[config.mk]
export PLATFORM = sky130hd
export DESIGN_NAME = fifo_write_arbiter_flat
export DESIGN_NICKNAME = d
export VERILOG_FILES = /design/src/rtl/fifo_write_arbiter_if.sv /design/src/rtl/fifo_write_arbiter.sv /design/src/flat_wrapper.sv
export SDC_FILE = /design/constraint.sdc
export NUM_CORES = 1
export LEC_CHECK = 0
export BUFFER_PORTS_ARGS = -buffer_cell sky130_fd_sc_hd__buf_2
export CAP_MARGIN = 20
export CORE_MARGIN = 1.5
export CORE_UTILIZATION = 35
export DETAILED_ROUTE_END_ITERATION = 7
export PLACE_DENSITY = 0.93
export SLEW_MARGIN = 20
export SYNTH_ARGS = -nofsm -noshare
export SYNTH_HDL_FRONTEND = slang
export SYNTH_SLANG_ARGS = --single-unit
[constraint.sdc]
create_clock -name clock_in -period 2.03 [get_ports clock_in]
set_input_delay 0.3045 -clock clock_in [delete_from_list [all_inputs] [get_ports clock_in]]
set_output_delay 0.3045 -clock clock_in [all_outputs]
set_load 0.02 [all_outputs]
[src/rtl/fifo_write_arbiter_if.sv]
// Write-side bundle between N packet requesters, the arbiter and one fifo write port.
// The master side sources requests and the fifo full flag. The slave side is the arbiter.
interface fifo_write_arbiter_if #(
  parameter int NUM_REQUESTERS = 4,
  parameter int DATA_WIDTH     = 32
);
  logic [NUM_REQUESTERS-1:0]            req_valid;
  logic [NUM_REQUESTERS*DATA_WIDTH-1:0] req_data;
  logic [NUM_REQUESTERS-1:0]            req_last;
  logic [NUM_REQUESTERS-1:0]            req_ready;
  logic [DATA_WIDTH-1:0]                data_in;
  logic                                 data_in_valid;
  logic                                 data_in_full;
  logic [NUM_REQUESTERS-1:0]            grant;
  logic                                 busy;

  modport master (
    output req_valid, req_data, req_last, data_in_full,
    input  req_ready, data_in, data_in_valid, grant, busy
  );

  modport slave (
    input  req_valid, req_data, req_last, data_in_full,
    output req_ready, data_in, data_in_valid, grant, busy
  );
endinterface

[src/rtl/fifo_write_arbiter.sv]
// Round-robin, packet-granular arbiter that merges N requesters onto one fifo write port.
// A grant lasts until the owner's last beat or MAX_BURST beats, and is followed by one idle cycle.
module fifo_write_arbiter #(
  parameter int NUM_REQUESTERS = 4,
  parameter int DATA_WIDTH     = 32,
  parameter int MAX_BURST      = 8
) (
  input  logic                 clock_in,
  input  logic                 rst_in_n,
  fifo_write_arbiter_if.slave  bus
);
  localparam int OW = (NUM_REQUESTERS > 1) ? $clog2(NUM_REQUESTERS) : 1;
  localparam int CW = $clog2(MAX_BURST + 1);
  localparam logic [OW-1:0] LAST_IDX = OW'(NUM_REQUESTERS - 1);
  localparam logic [CW-1:0] CNT_MAX  = CW'(MAX_BURST);

  typedef enum logic {IDLE, BURST} state_t;

  state_t          state_reg, state_next;
  logic [OW-1:0]   owner_reg, owner_next;
  logic [OW-1:0]   last_owner_reg, last_owner_next;
  logic [CW-1:0]   beat_cnt_reg, beat_cnt_next, beat_cnt_inc;
  logic [OW-1:0]   winner, cand;
  logic            found;
  logic            any_req, owner_valid, owner_last, transfer, active;
  logic [DATA_WIDTH-1:0] word [NUM_REQUESTERS];

  generate
    for (genvar gi = 0; gi < NUM_REQUESTERS; gi++) begin : g_word
      assign word[gi] = bus.req_data[gi*DATA_WIDTH +: DATA_WIDTH];
    end
  endgenerate

  assign any_req      = |bus.req_valid;
  assign owner_valid  = bus.req_valid[owner_reg];
  assign owner_last   = bus.req_last[owner_reg];
  assign transfer     = (state_reg == BURST) && owner_valid && !bus.data_in_full;
  assign beat_cnt_inc = beat_cnt_reg + CW'(1);

  // Walk upward from the requester after last_owner, wrapping at NUM_REQUESTERS-1.
  always_comb begin
    winner = last_owner_reg;
    cand   = last_owner_reg;
    found  = 1'b0;
    for (int k = 0; k < NUM_REQUESTERS; k++) begin
      cand = (cand == LAST_IDX) ? '0 : cand + OW'(1);
      if (!found && bus.req_valid[cand]) begin
        winner = cand;
        found  = 1'b1;
      end
    end
  end

  always_ff @(posedge clock_in) begin
    if (!rst_in_n) begin
      state_reg      <= IDLE;
      owner_reg      <= '0;
      last_owner_reg <= LAST_IDX;
      beat_cnt_reg   <= '0;
    end else begin
      state_reg      <= state_next;
      owner_reg      <= owner_next;
      last_owner_reg <= last_owner_next;
      beat_cnt_reg   <= beat_cnt_next;
    end
  end

  always_comb begin
    state_next      = state_reg;
    owner_next      = owner_reg;
    last_owner_next = last_owner_reg;
    beat_cnt_next   = beat_cnt_reg;
    case (state_reg)
      IDLE: begin
        if (any_req) begin
          state_next    = BURST;
          owner_next    = winner;
          beat_cnt_next = '0;
        end
      end
      BURST: begin
        if (transfer) begin
          beat_cnt_next = beat_cnt_inc;
          if (owner_last || (beat_cnt_inc == CNT_MAX)) begin
            state_next      = IDLE;
            last_owner_next = owner_reg;
          end
        end
      end
      default: state_next = IDLE;
    endcase
  end

  // Outputs are gated by reset so a burst in flight reads as idle immediately.
  assign active = (state_reg == BURST) && rst_in_n;

  always_comb begin
    bus.busy          = active;
    bus.grant         = '0;
    bus.req_ready     = '0;
    bus.data_in_valid = 1'b0;
    bus.data_in       = word[owner_reg];
    if (active) begin
      bus.grant[owner_reg]     = 1'b1;
      bus.req_ready[owner_reg] = !bus.data_in_full;
      bus.data_in_valid        = owner_valid;
    end
  end
endmodule

[src/flat_wrapper.sv]
// flat-port wrapper written by rule: the top's interface ports become plain ports
module fifo_write_arbiter_flat 
#(
  parameter int NUM_REQUESTERS = 4,
  parameter int DATA_WIDTH     = 32,
  parameter int MAX_BURST      = 8
)
  (clock_in, rst_in_n, bus_req_valid, bus_req_data, bus_req_last, bus_data_in_full, bus_req_ready, bus_data_in, bus_data_in_valid, bus_grant, bus_busy);
  fifo_write_arbiter_if #(.NUM_REQUESTERS(NUM_REQUESTERS), .DATA_WIDTH(DATA_WIDTH)) bus_i ();
  input  logic clock_in;
  input  logic rst_in_n;
  input wire logic [$bits(bus_i.req_valid)-1:0] bus_req_valid;
  input wire logic [$bits(bus_i.req_data)-1:0] bus_req_data;
  input wire logic [$bits(bus_i.req_last)-1:0] bus_req_last;
  input wire logic [$bits(bus_i.data_in_full)-1:0] bus_data_in_full;
  output wire logic [$bits(bus_i.req_ready)-1:0] bus_req_ready;
  output wire logic [$bits(bus_i.data_in)-1:0] bus_data_in;
  output wire logic [$bits(bus_i.data_in_valid)-1:0] bus_data_in_valid;
  output wire logic [$bits(bus_i.grant)-1:0] bus_grant;
  output wire logic [$bits(bus_i.busy)-1:0] bus_busy;
  assign bus_i.req_valid = bus_req_valid;
  assign bus_i.req_data = bus_req_data;
  assign bus_i.req_last = bus_req_last;
  assign bus_i.data_in_full = bus_data_in_full;
  assign bus_req_ready = bus_i.req_ready;
  assign bus_data_in = bus_i.data_in;
  assign bus_data_in_valid = bus_i.data_in_valid;
  assign bus_grant = bus_i.grant;
  assign bus_busy = bus_i.busy;
  fifo_write_arbiter #(.NUM_REQUESTERS(NUM_REQUESTERS), .DATA_WIDTH(DATA_WIDTH), .MAX_BURST(MAX_BURST)) u_core (.clock_in(clock_in), .rst_in_n(rst_in_n), .bus(bus_i));
endmodule
## Word-level counts from Yosys, hierarchy flattened

Cells that the tools add are included.

- Memory bits (writable): 0
- ROM bits: 0
- Input bits: 139
- Latch bits: 0
- Register bits: 9
- Logic and storage cells: 80
- Output and inout port bits: 42
- Memories kept: 0

- Multipliers: 0
- Muxes and demuxes: 38
- Bitwise logic cells: 3
- Reductions and logical operators: 16
- Equal/unequal tests: 7
- Add/sub/neg operators: 5
- Shift-type cells: 0
- Divide/modulo/power cells: 0
- Magnitude comparators: 7

Operator list:

| cell | count |
|---|---|
| 32-bit binary-select mux with 2-bit select | 1 |
| 32-bit 2-to-1 mux | 2 |
| 2-bit 2-to-1 mux | 8 |
| 4-bit 2-to-1 mux | 4 |
| 2-bit by 3-bit less-than comparator with 1-bit output, second input constant | 5 |
| 1-bit 2-to-1 mux | 14 |
| 1-bit binary-select mux with 2-bit select | 6 |
| 2-bit by 1-bit adder with 2-bit output, second input constant | 4 |
| 2-bit equality test, second input constant | 4 |
| 4-bit case mux with 2 select lines | 1 |
| 1-bit logical AND | 7 |
| 4-bit by 1-bit adder with 4-bit output, second input constant | 1 |
| 4-bit AND | 1 |
| 4-bit equality test, second input constant | 1 |
| 1-bit logical NOT | 4 |
| 2-bit AND reduction | 2 |
| 4-bit OR reduction | 1 |
| 3-bit >= comparator, second input constant | 1 |
| 2-bit NOT with 3-bit output | 1 |
| 3-bit AND reduction | 1 |
| 1-bit demux with 2-bit select | 1 |
| 2-bit by 1-bit >= comparator with 1-bit output, second input constant | 1 |
| 2-bit by 1-bit inequality test with 1-bit output, second input constant | 1 |
| 2-bit inequality test, second input constant | 1 |
| other kinds (3) | 3 |

## Longest topological paths before layout

Gate-level depths: netlist of the first run.

- Word-level depth: 14
- Depth in mapped cells: 7
- Mapped depth without buffers: 6

## Worst setup path after synthesis of the first run

Ideal clock, no wire load.

- Path kind: register -> register
- From: register u_core.last_owner_reg[0]
- To: register u_core.owner_reg[1]
- Stages on the path, launching flop included: 8
- Setup time: 0.143 ns
- Required time: 1.887 ns
- Period minus slack after synthesis: 1.781 ns
- Slack: 0.249 ns
- Arrival: 1.638 ns
- Path buffers: 1
- Path through: dfxtp_1 -> ha_1 -> buf_2 -> or2_1 -> a2111oi_0 -> a21oi_1 -> o2111ai_1 -> a32oi_1

- Word-level cells in the longest chain between the ends: 14
- Elaborated cells on any way between the ends: 33
- Those cells by class: 4 x add/sub; 4 x eq/ne; 19 x mux; 6 x reduce/logical

RTL lines:

| item | RTL line | text |
|---|---|---|
| from (decl) | fifo_write_arbiter.sv:21 | `logic [OW-1:0] last_owner_reg, last_owner_next;` |
| from (signal assigned) | fifo_write_arbiter.sv:63 | `last_owner_reg <= last_owner_next;` |
| 2-bit by 1-bit adder with 2-bit output / 2-bit equality test (equally long branches) | fifo_write_arbiter.sv:46 | `cand = (cand == LAST_IDX) ? '0 : cand + OW'(1);` |
| 2-bit 2-to-1 mux * | fifo_write_arbiter.sv:46 |  |
| branches (longest 11 deep; another with 2-bit by 1-bit adder with 2-bit output) | - |  |
| 2-bit 2-to-1 mux * | fifo_write_arbiter.sv:47 | `if (!found && bus.req_valid[cand]) begin` |
| to (signal assigned) | fifo_write_arbiter.sv:62 | `owner_reg <= owner_next;` |
| to (decl) | fifo_write_arbiter.sv:20 | `logic [OW-1:0] owner_reg, owner_next;` |

Every way passes the cells marked *. The select of a mux whose other input is x is not followed.
A chain may end at the register's enable or synchronous reset.

## Worst setup path after layout of the first run

- From: register u_core.last_owner_reg[1]
- To: register u_core.owner_reg[1]

- Word-level cells in the longest chain between the ends: 14
- Elaborated cells on any way between the ends: 33
- Those cells by class: 4 x add/sub; 4 x eq/ne; 19 x mux; 6 x reduce/logical

RTL lines:

| item | RTL line |
|---|---|
| branches (longest 13 deep; another with 2-bit by 1-bit adder with 2-bit output) | - |
| 2-bit 2-to-1 mux * | fifo_write_arbiter.sv:47 |

Marked as above.

==> flow_metrics.py, run 1 <==
metrics = {
    "critical_path": {
        "worstSetupEndpointType": "flip-flop",
        "r2r_cells": 6,
        "cp-endpoint": "u_core.owner_reg[1]",
        "rr_startpoint": "u_core.last_owner_reg[1]",
        "max_stage_delay_ps": 450,
        "worstReg2RegEnd": "u_core.owner_reg[1]",
        "cp.required_ps": 2120,
        "path_class": "reg -> reg",
        "cp-start-kind": "flip-flop",
        "slowest_stage": "a2111oi_1",
        "crit_arrival_ps": 2000,
        "rrSetupSlack_ps": 110,
        "cp-startpoint": "u_core.last_owner_reg[1]",
        "worstPathCellList": "ha_1, or2_1, a2111oi_1, a21oi_1, o2111ai_1, a32oi_1",
        "crit_fanout": 8,
    },
    "floorplan": {
        "core_area_um2": 4440,
        "die_area_um2": 5140,
        "die_y_um": 71.7,
        "pin_count": 181,
        "start_util_pct": 37.1,
        "fp.dieW_um": 71.7,
        "rows": 24,
    },
    "cts": {
        "cts.clk_slew.worst_paths_ps": 50,
        "cts_sinks": 9,
        "cts_buffers": 3,
        "htreeDepth": 1,
        "cts.path.max_buffers": 2,
        "hold_buffers": 0,
        "cts_tree": "yes",
        "cts-root-buf": "clkbuf_8",
        "clk_latency_ps": 240,
    },
    "detailed_routing": {
        "vias_per_cell": 5.54,
        "drtPass1Iterations": 8,
        "vias": 2095,
        "drt_wl_total_mm": 7.26,
        "drc": 24,
        "postRouteAntennaNets": 0,
        "wl_per_cell_um": 19.2,
        "drtIter0Drc": 108,
    },
    "min_path": {
        "min_path_type": "in -> reg",
        "hp-start": "rst_in_n",
    },
    "power_and_ir_drop": {
        "total_leakage_power_nw": 1.27,
        "p_clk_share_pct": 16.6,
        "p_sw_share_pct": 42.1,
        "peakVddDrop_uv": 419,
        "comb_power_share_pct": 68.0,
        "pwr-share-seq_pct": 15.4,
        "internal_power_mw": 0.757,
        "power_density_nw_per_um2": 495,
        "p_switching_mw": 0.550,
    },
    "timing": {
        "hold_ws_ps": 325,
        "tns_ps": 0,
        "timing.fmax_mhz": 522,
        "fin_ws_ps": 114,
        "setup_viol": 0,
        "period_share_pct": 94.4,
        "hold_viol": 0,
        "min_period_ps": 1920,
        "worst_pin_slew_ps": 517,
        "finalMaxSlewViolations": 0,
        "slew-limit-headroom_pct": 65.4,
        "skew_ps": 2.31,
    },
    "logic_synthesis": {
        "synth_area_per_cell_um2": 10.8,
        "ys.flop_type": "dfxtp_1",
        "async_reset_ff_share_pct": 0,
        "synthDistinctLibCells": 43,
        "synth.area.top_cells": "mux4_2, dfxtp_1, nor2b_1",
        "synth_nets": 294,
        "yosysTopAreaCell": "mux4_2",
        "ys_ff_latch": 9,
        "yosysMostFrequentCell": "mux4_2",
        "synth_edf_count": 0,
        "yosysWarnings": 0,
        "synthCells": 153,
        "netlist_area_um2": 1650,
        "ys_seq_area_share_pct": 10.9,
        "synth_commonest_cells": "mux4_2, nor2_1, buf_2, dfxtp_1, nor2b_1",
        "yosysTopAreaCellShare_pct": 47.8,
    },
    "final_layout": {
        "final_core_util_pct": 59.4,
        "drive_gt1_share_pct": 69.8,
        "n_fill_cell": 395,
        "syn2layout_area_growth_pct": 60.0,
        "largest_register_ffs": 4,
        "final_nets": 467,
        "stdcell_count": 378,
    },
    "status": {
        "status": "finished, violations left",
        "violations": "DRC",
    },
    "global_route": {
        "grt_pass1_vias": 2084,
        "grt_pass1_wl_mm": 10.3,
        "grt_max_degree": 42,
        "grt-ovfl-total": 0,
        "grtUsageTotal_pct": 26.3,
        "grt_antenna_before_repair": 1,
    },
    "place": {
        "dpl.cell_count": 373,
        "place.gp.congestion": 0.923,
        "portBuffers": 180,
        "dp_slack_ps": 161,
        "hpwlAfterDp_mm": 6.18,
    },
    "flow_run": {
        "maxCapViolCount": 0,
    },
}
==> worst min-delay path by stage <==
stage	slack [ps]	depth (start not counted)	end
final	330	2	u_core.last_owner_reg[1]
after global routing	340	2	u_core.last_owner_reg[1]
after CTS	320	2	u_core.last_owner_reg[1]
after detailed placement	510	2	u_core.beat_cnt_reg[3]
after global placement	480	2	u_core.beat_cnt_reg[3]
after floorplan	470	2	u_core.beat_cnt_reg[3]
==> area by class of cell <==
type / instances / area (um^2) / area share [%]
antenna: 1 / 2.50 / 0.0948
clock buffer: 4 / 45.0 / 1.71
inverter: 4 / 15.0 / 0.569
multi-input combinational: 124 / 1370 / 52.0
sequential: 9 / 183 / 6.92
tap: 52 / 65.1 / 2.46
timing repair buffer: 184 / 956 / 36.2
==> kinds of logic after synthesis <==
logic type	after synthesis	share of synthesized area (%)
AOI/OAI and AO/OA	35	14.3
xor gates and xnor gates	1	0.531
adders and majority gates	2	1.52
buffers and inverters	20	5.91
DFF	9	10.9
muxes	40	50.8
and+or+nand+nor	46	16.1
==> metal layers <==
layer / global-route usage, % / up-vias / part of all wire, %
li1: - / 973 / -
met1: 31.1 / 1017 / 37
met2: 49.1 / 96 / 55
met3: 4.92 / 9 / 6.5
met4: 6.08 / 0 / 1.1
met5: 0 / - / 0
==> layout by cell type, fill, tap and decap left out, types with 2 or more instances in the layout <==
cell type  count
buf_12         2
or3_1          2
o211ai_1       4
nand2b_1       3
and2_1         2
mux2i_1        5
nor3_1         3
nor2b_1        9
nand2_1        6
nor2_1        10
a31oi_1        2
clkbuf_8       3
buf_2        180
o21a_1         3
mux4_2        35
o21ai_1        2
dfxtp_1        7
a21boi_1       2
buf_4          2
inv_1          4
nand3_1        3
dfxtp_2        2
a21oi_1        6
o21ai_0        5
a22oi_1        2
ha_1           2
==> critical path, delay by kind of cell (launching register included) <==
| kind | cells | cell delay, ps |
|---|---|---|
| simple gates | 1 | 310 |
| fa+ha+maj | 1 | 290 |
| compound gates | 4 | 840 |
| flops | 1 | 330 |
==> per-stage QoR <==
| step | area (um^2) | total power, mW |
|---|---|---|
| after CTS | 2640 | 1.31 |
| after detailed placement | 2590 | 1.09 |
| after global routing | 2640 | 1.37 |
| after floorplan | 1650 | 0.772 |
| final | 2640 | 1.31 |
| after global placement | 2590 | 1.07 |
==> power by group through the flow <==
stage / registers [mW] / clock network, mW / logic (mW)
3_3_place_gp: 0.204 / 0 / 0.866
5_1_grt: 0.203 / 0.231 / 0.939
6_report: 0.202 / 0.216 / 0.889
2_1_floorplan: 0.199 / 0 / 0.573
3_5_place_dp: 0.205 / 0 / 0.888
4_1_cts: 0.202 / 0.219 / 0.889
==> timing repair <==
| item | 4_1_cts | 5_1_grt |
|---|---|---|
| hold endpoints to repair | 0 | 0 |
| resized for setup | 0 | 1 |
| buffers inserted | 0 | 0 |
| endpoints found under the setup margin | 0 | 1 |
No activity file was read; power rests on OpenSTA's default activity.
==> inputs of run 2 (changes only) <==
--- a/config.mk
+++ b/config.mk
@@ -5,10 +5,11 @@
 export SDC_FILE = /design/constraint.sdc
 export NUM_CORES = 1
 export LEC_CHECK = 0
+export ABC_AREA = 1
 export BUFFER_PORTS_ARGS = -buffer_cell sky130_fd_sc_hd__buf_2
 export CAP_MARGIN = 20
 export CORE_MARGIN = 1.5
-export CORE_UTILIZATION = 35
+export CORE_UTILIZATION = 36
 export DETAILED_ROUTE_END_ITERATION = 7
 export PLACE_DENSITY = 0.93
 export SLEW_MARGIN = 20
==> constraint.sdc (replaced) <==
create_clock -name clock_in -period 1.9 [get_ports clock_in]
set_input_delay 0.285 -clock clock_in [delete_from_list [all_inputs] [get_ports clock_in]]
set_output_delay 0.285 -clock clock_in [all_outputs]
set_load 0.02 [all_outputs]
==> run 2 against run 1 <==
Against the previous run:
- the flow now finishes without violations
- flip-flop and latch count did not move
- highest routed layer unchanged
- final area increased by 6.7%
- largest power group unchanged
- non-clock buffer count up 6
- largest cell class unchanged
==> flow_metrics.py, run 2 <==
metrics = {
    "final_layout": {
        "stdcell_count": 548,
        "n_antenna_cell": 0,
        "seq_area_um2": 188,
        "multi_input_area_um2": 1410,
        "final_core_util_pct": 59.7,
        "final_common_cell": "buf_2",
        "syn2layout_area_growth_pct": 59.7,
        "largest_register_ffs": 4,
        "final_cell_mix": "buf_2, nand3_1, nand2_1",
        "drive_gt1_share_pct": 47.8,
        "n_fill_cell": 442,
        "final_nets": 623,
    },
    "global_route": {
        "grt_max_degree": 33,
        "grt_pass1_wl_mm": 11.3,
        "grt-ovfl-total": 0,
        "grtUsageTotal_pct": 26.4,
        "grt_pass1_vias": 2571,
        "grt_antenna_before_repair": 0,
    },
    "logic_synthesis": {
        "yosysWarnings": 0,
        "synthCells": 309,
        "synthDistinctLibCells": 31,
        "muxShareOfSynthArea_pct": 0,
        "synth.area.top_cells": "nand3_1, a22oi_1, nand2_1",
        "yosysTopAreaCellShare_pct": 31.2,
        "synth-simple-area-share_pct": 56.6,
        "ys_ff_latch": 9,
        "synth_commonest_cells": "nand3_1, nand2_1, a22oi_1",
        "synth_compound_area_share_pct": 20.2,
        "yosysTopAreaCell": "nand3_1",
        "yosysMostFrequentCell": "nand3_1",
        "ys_seq_area_share_pct": 10.2,
        "synth_fa_ha_area_share_pct": 1.42,
        "ys.flop_type": "dfxtp_1",
        "async_reset_ff_share_pct": 0,
        "synth_area_per_cell_um2": 5.71,
        "synth_edf_count": 0,
        "synth_top_family_by_area": "simple AND/OR/NAND/NOR gates",
        "synthXorXnorAreaFrac_pct": 0.496,
        "netlist_area_um2": 1760,
        "synth_nets": 450,
    },
    "power_and_ir_drop": {
        "power_density_nw_per_um2": 813,
        "internal_power_mw": 1.02,
        "total_leakage_power_nw": 1.54,
        "p_clk_share_pct": 9.8,
        "peakVddDrop_uv": 399,
        "power.total_mw": 2.29,
        "p_switching_mw": 1.27,
        "pwr-share-seq_pct": 11.3,
        "p_sw_share_pct": 55.3,
        "comb_power_share_pct": 78.9,
    },
    "detailed_routing": {
        "vias_per_cell": 5.29,
        "drc": 0,
        "vias": 2901,
        "postRouteAntennaNets": 0,
        "drtIter0Drc": 140,
        "drtPass1Iterations": 4,
        "drt_wl_total_mm": 7.63,
        "wl_per_cell_um": 13.9,
    },
    "critical_path": {
        "crit_fanout": 16,
        "cp.required_ps": 1620,
        "cp-start-kind": "flip-flop",
        "crit_arrival_ps": 1560,
        "worstSetupEndpointType": "output pin",
        "path_class": "reg -> out",
    },
    "flow_run": {
        "maxCapViolCount": 0,
    },
    "timing": {
        "setup_viol": 0,
        "finalMaxSlewViolations": 0,
        "min_period_ps": 1840,
        "rsz0062_at_grt": "yes",
        "skew_ps": 0.284,
        "worst_pin_slew_ps": 394,
        "period_share_pct": 97.0,
        "timing.fmax_mhz": 542,
        "hold_viol": 0,
        "fin_ws_ps": 56.1,
        "slew-limit-headroom_pct": 73.4,
    },
    "place": {
        "dpl.cell_count": 544,
        "portBuffers": 180,
        "hpwlAfterDp_mm": 5.97,
        "dp_slack_ps": 151,
        "place.gp.congestion": 0.916,
    },
    "cts": {
        "cts_buffers": 3,
        "cts_sinks": 9,
        "cts-root-buf": "clkbuf_8",
        "htreeDepth": 1,
        "cts.clk_slew.worst_paths_ps": 40,
        "clk_latency_ps": 230,
        "cts.path.max_buffers": 2,
        "cts_tree": "yes",
        "post_cts_buffers": 0,
    },
    "status": {
        "status": "complete, no violations",
    },
    "floorplan": {
        "start_util_pct": 37.4,
        "rows": 25,
        "core_area_um2": 4720,
        "die_area_um2": 5330,
        "fp.dieW_um": 73.0,
        "die_y_um": 73.0,
        "pin_count": 181,
    },
    "min_path": {
        "min_path_type": "in -> reg",
    },
}
[run 2: worst paths after layout]
check / from / endpoint / slack (ps) / cells after the start
worst max-delay path: u_core.owner_reg[1] / bus_data_in[26] / 60 / 6
worst max register to register: u_core.last_owner_reg[1] / u_core.owner_reg[1] / 130 / 10
worst min register to register: u_core.beat_cnt_reg[3] / u_core.beat_cnt_reg[3] / 510 / 2
worst min-delay path: rst_in_n / u_core.last_owner_reg[1] / 320 / 2
[run 2: power by group through the flow]
stage / registers (mW) / logic, mW / clock network, mW
after floorplan: 0.239 / 1.20 / 0
after global placement: 0.255 / 1.73 / 0
after detailed placement: 0.257 / 1.76 / 0
after CTS: 0.256 / 1.77 / 0.225
after global routing: 0.264 / 1.96 / 0.238
final: 0.260 / 1.81 / 0.224
[run 2: metrics by stage]
stage | instance area, um^2 | hold slack (ps) | TNS (ps)
global route | 2820 | 340 | -17.8
finish | 2820 | 317 | 0
floorplan | 1760 | 370 | 0
CTS | 2780 | 310 | 0
detailed placement | 2730 | 500 | 0
global placement | 2730 | 481 | 0
[run 2: timing repair]
item / 4_1_cts / 5_1_grt
endpoints found under the setup margin: 21 / 22
cloned: 0 / 0
pin swaps: 0 / 1
gates resized for setup: 3 / 10
hold endpoints to repair: 0 / 0
hold buffers: 0 / 0
[run 2: kinds of logic (layout without fill, tap and decap cells)]
logic type,Yosys count,after routing
and+or+nand+nor,203,203
AOI/OAI and AO/OA,49,49
buffers and inverters,45,217
DFF,9,9
adders and majority gates,2,2
xor gates and xnor gates,1,1
[run 2: layout make-up]
type / count / area share (%)
timing repair buffer: 190 / 35.4
inverter: 23 / 3.24
multi-input combinational: 255 / 50.1
tap: 67 / 2.98
clock buffer: 4 / 1.60
sequential: 9 / 6.66
[run 2: critical path, stage by stage (launching register included)]
cell,delay [ps]
dfxtp_4,360
buf_4,170
nor2_4,160
buf_4,230
a22oi_1,120
nand3_1,100
buf_2,170
[run 2: layer usage]
layer | wire (um) | global-route usage, % | share of wire (%)
met5 | 0 | 0 | 0
met4 | 144 | 8.39 | 1.9
met3 | 499 | 3.87 | 6.5
met2 | 4150 | 49.7 | 54
met1 | 2840 | 30.1 | 37
==> inputs of run 3 (changes only) <==
--- a/config.mk
+++ b/config.mk
@@ -12,6 +12,7 @@
 export CORE_UTILIZATION = 36
 export DETAILED_ROUTE_END_ITERATION = 7
 export PLACE_DENSITY = 0.93
+export RECOVER_POWER = 50
 export SLEW_MARGIN = 20
 export SYNTH_ARGS = -nofsm -noshare
 export SYNTH_HDL_FRONTEND = slang
==> run 3 against run 2 <==
Against the previous run:
- total power decreased by 0.62%
- flip-flop and latch count did not move
- setup slack better by 6.9 ps
- via count shrank 0.65%
- first-iteration DRC count is 2.9% higher
- sequential share of layout area grew 0.057 points
- non-clock buffer count did not move
- worst hold slack gained 3.0 ps
- maximum frequency is 0.38% higher
- sequential power about the same
- die area stayed put
- final area decreased by 0.84%
- critical endpoint unchanged
- largest cell class unchanged
==> flow_metrics.py, run 3 (same netlist as run 2, synthesis figures left out) <==
metrics = {
    "status": {
        "status": "complete, no violations",
    },
    "global_route": {
        "grt-ovfl-total": 0,
        "grtUsageTotal_pct": 26.4,
        "grt_pass1_wl_mm": 11.3,
        "grt_antenna_before_repair": 0,
        "grt_pass1_vias": 2571,
        "grt_max_degree": 33,
    },
    "cts": {
        "cts.clk_slew.worst_paths_ps": 40,
        "cts.path.max_buffers": 2,
        "cts_buffers": 3,
        "htreeDepth": 1,
        "cts_sinks": 9,
        "cts-root-buf": "clkbuf_8",
        "cts_tree": "yes",
        "clk_latency_ps": 230,
    },
    "flow_run": {
        "maxCapViolCount": 0,
    },
    "timing": {
        "rsz0062_at_grt": "yes",
        "slew-limit-headroom_pct": 73.1,
        "hold_viol": 0,
        "min_period_ps": 1840,
        "setup_viol": 0,
        "hold_ws_ps": 320,
        "worst_pin_slew_ps": 399,
        "finalMaxSlewViolations": 0,
        "timing.fmax_mhz": 544,
        "period_share_pct": 96.7,
        "skew_ps": 0.536,
    },
    "floorplan": {
        "die_y_um": 73.0,
        "start_util_pct": 37.4,
        "rows": 25,
        "fp.dieW_um": 73.0,
        "pin_count": 181,
        "die_area_um2": 5330,
        "core_area_um2": 4720,
    },
    "final_layout": {
        "final_core_util_pct": 59.2,
        "postLayoutCellArea_um2": 2790,
        "syn2layout_area_growth_pct": 58.4,
        "n_antenna_cell": 0,
        "stdcell_count": 548,
        "n_fill_cell": 450,
        "final_nets": 623,
        "drive_gt1_share_pct": 45.9,
        "final_common_cell": "buf_2",
        "final_cell_mix": "buf_2, nand3_1, nand2_1",
        "largest_register_ffs": 4,
    },
    "critical_path": {
        "cp_num_buf_inv": 3,
        "crit_fanout": 16,
        "worstPathCellList": "buf_4, nor2_4, buf_4, a22oi_1, nand3_1, buf_2",
        "path_class": "reg -> out",
        "cp-startpoint": "u_core.owner_reg[1]",
        "path_delay_family": "buffers and inverters",
        "rr_startpoint": "u_core.last_owner_reg[1]",
        "max_stage_delay_ps": 360,
        "path_common_cell": "buf_4",
        "worstSetupEndpointType": "output pin",
        "slowest_stage": "dfxtp_4",
        "cp-start-kind": "flip-flop",
        "crit_arrival_ps": 1550,
        "cp.required_ps": 1620,
    },
    "detailed_routing": {
        "drt_wl_total_mm": 7.65,
        "drc": 0,
        "drtPass1Iterations": 4,
        "drtIter0Drc": 144,
        "wl_per_cell_um": 14.0,
        "vias": 2882,
        "postRouteAntennaNets": 0,
        "vias_per_cell": 5.26,
    },
    "power_and_ir_drop": {
        "pwr-share-seq_pct": 11.3,
        "power_density_nw_per_um2": 815,
        "comb_power_share_pct": 78.9,
        "peakVddDrop_uv": 397,
        "p_clk_share_pct": 9.8,
        "p_switching_mw": 1.26,
        "total_leakage_power_nw": 1.49,
        "internal_power_mw": 1.02,
        "p_sw_share_pct": 55.4,
        "power.total_mw": 2.28,
    },
    "place": {
        "hpwlAfterDp_mm": 5.97,
        "portBuffers": 180,
        "dpl.cell_count": 544,
        "place.gp.congestion": 0.916,
        "place_area_um2": 2730,
    },
    "min_path": {
        "min_path_type": "in -> reg",
        "hp-start": "rst_in_n",
    },
}
[run 3: changes by cell type in the layout (fill, tap and decap cells not counted), sizes merged]
cell,before,now
buf,190,179
clkbuf,4,15
[run 3: power by group through the flow]
| stage | clock (mW) | sequential (mW) | combinational, mW |
|---|---|---|---|
| floorplan | 0 | 0.239 | 1.20 |
| global placement | 0 | 0.255 | 1.73 |
| detailed placement | 0 | 0.257 | 1.76 |
| CTS | 0.225 | 0.256 | 1.77 |
| global route | 0.238 | 0.262 | 1.95 |
| finish | 0.222 | 0.257 | 1.80 |
[run 3: layer usage]
metal,routed length (um),global-route usage [%],up-vias
li1,-,-,1435
met1,2890,30.1,1281
met2,4150,49.7,154
met3,484,3.87,12
met4,122,8.39,0
met5,0,0,-
[run 3: per-stage QoR]
step / setup TNS, ps / setup WS (ps)
floorplan: 0 / 367
global placement: 0 / 229
detailed placement: 0 / 151
CTS: 0 / 49.5
global route: -13.2 / -10.3
finish: 0 / 63.0
[run 3: cell type report]
cell class	instances	area (um^2)	share of cell area, %
clock buffer	4	45.0	1.61
timing repair buffer	190	990	35.4
sequential	9	188	6.72
tap	67	83.8	3.00
multi-input combinational	255	1400	50.0
inverter	23	91.3	3.27
[run 3: path summary, 6_finish.rpt]
path	endpoint	slack, ps	cells after the start
worst min-delay path	u_core.last_owner_reg[1]	320	2
worst max register to register	u_core.owner_reg[1]	120	10
worst max-delay path	bus_data_in[26]	60	6
worst min register to register	u_core.beat_cnt_reg[3]	510	2
[run 3: timing repair]
action | in CTS | in global routing
pin swaps | 0 | 1
setup buffers | 0 | 0
endpoints found under the hold margin | 0 | 0
resized for setup | 3 | 10
hold buffers | 0 | 0
endpoints found under the setup margin | 21 | 22
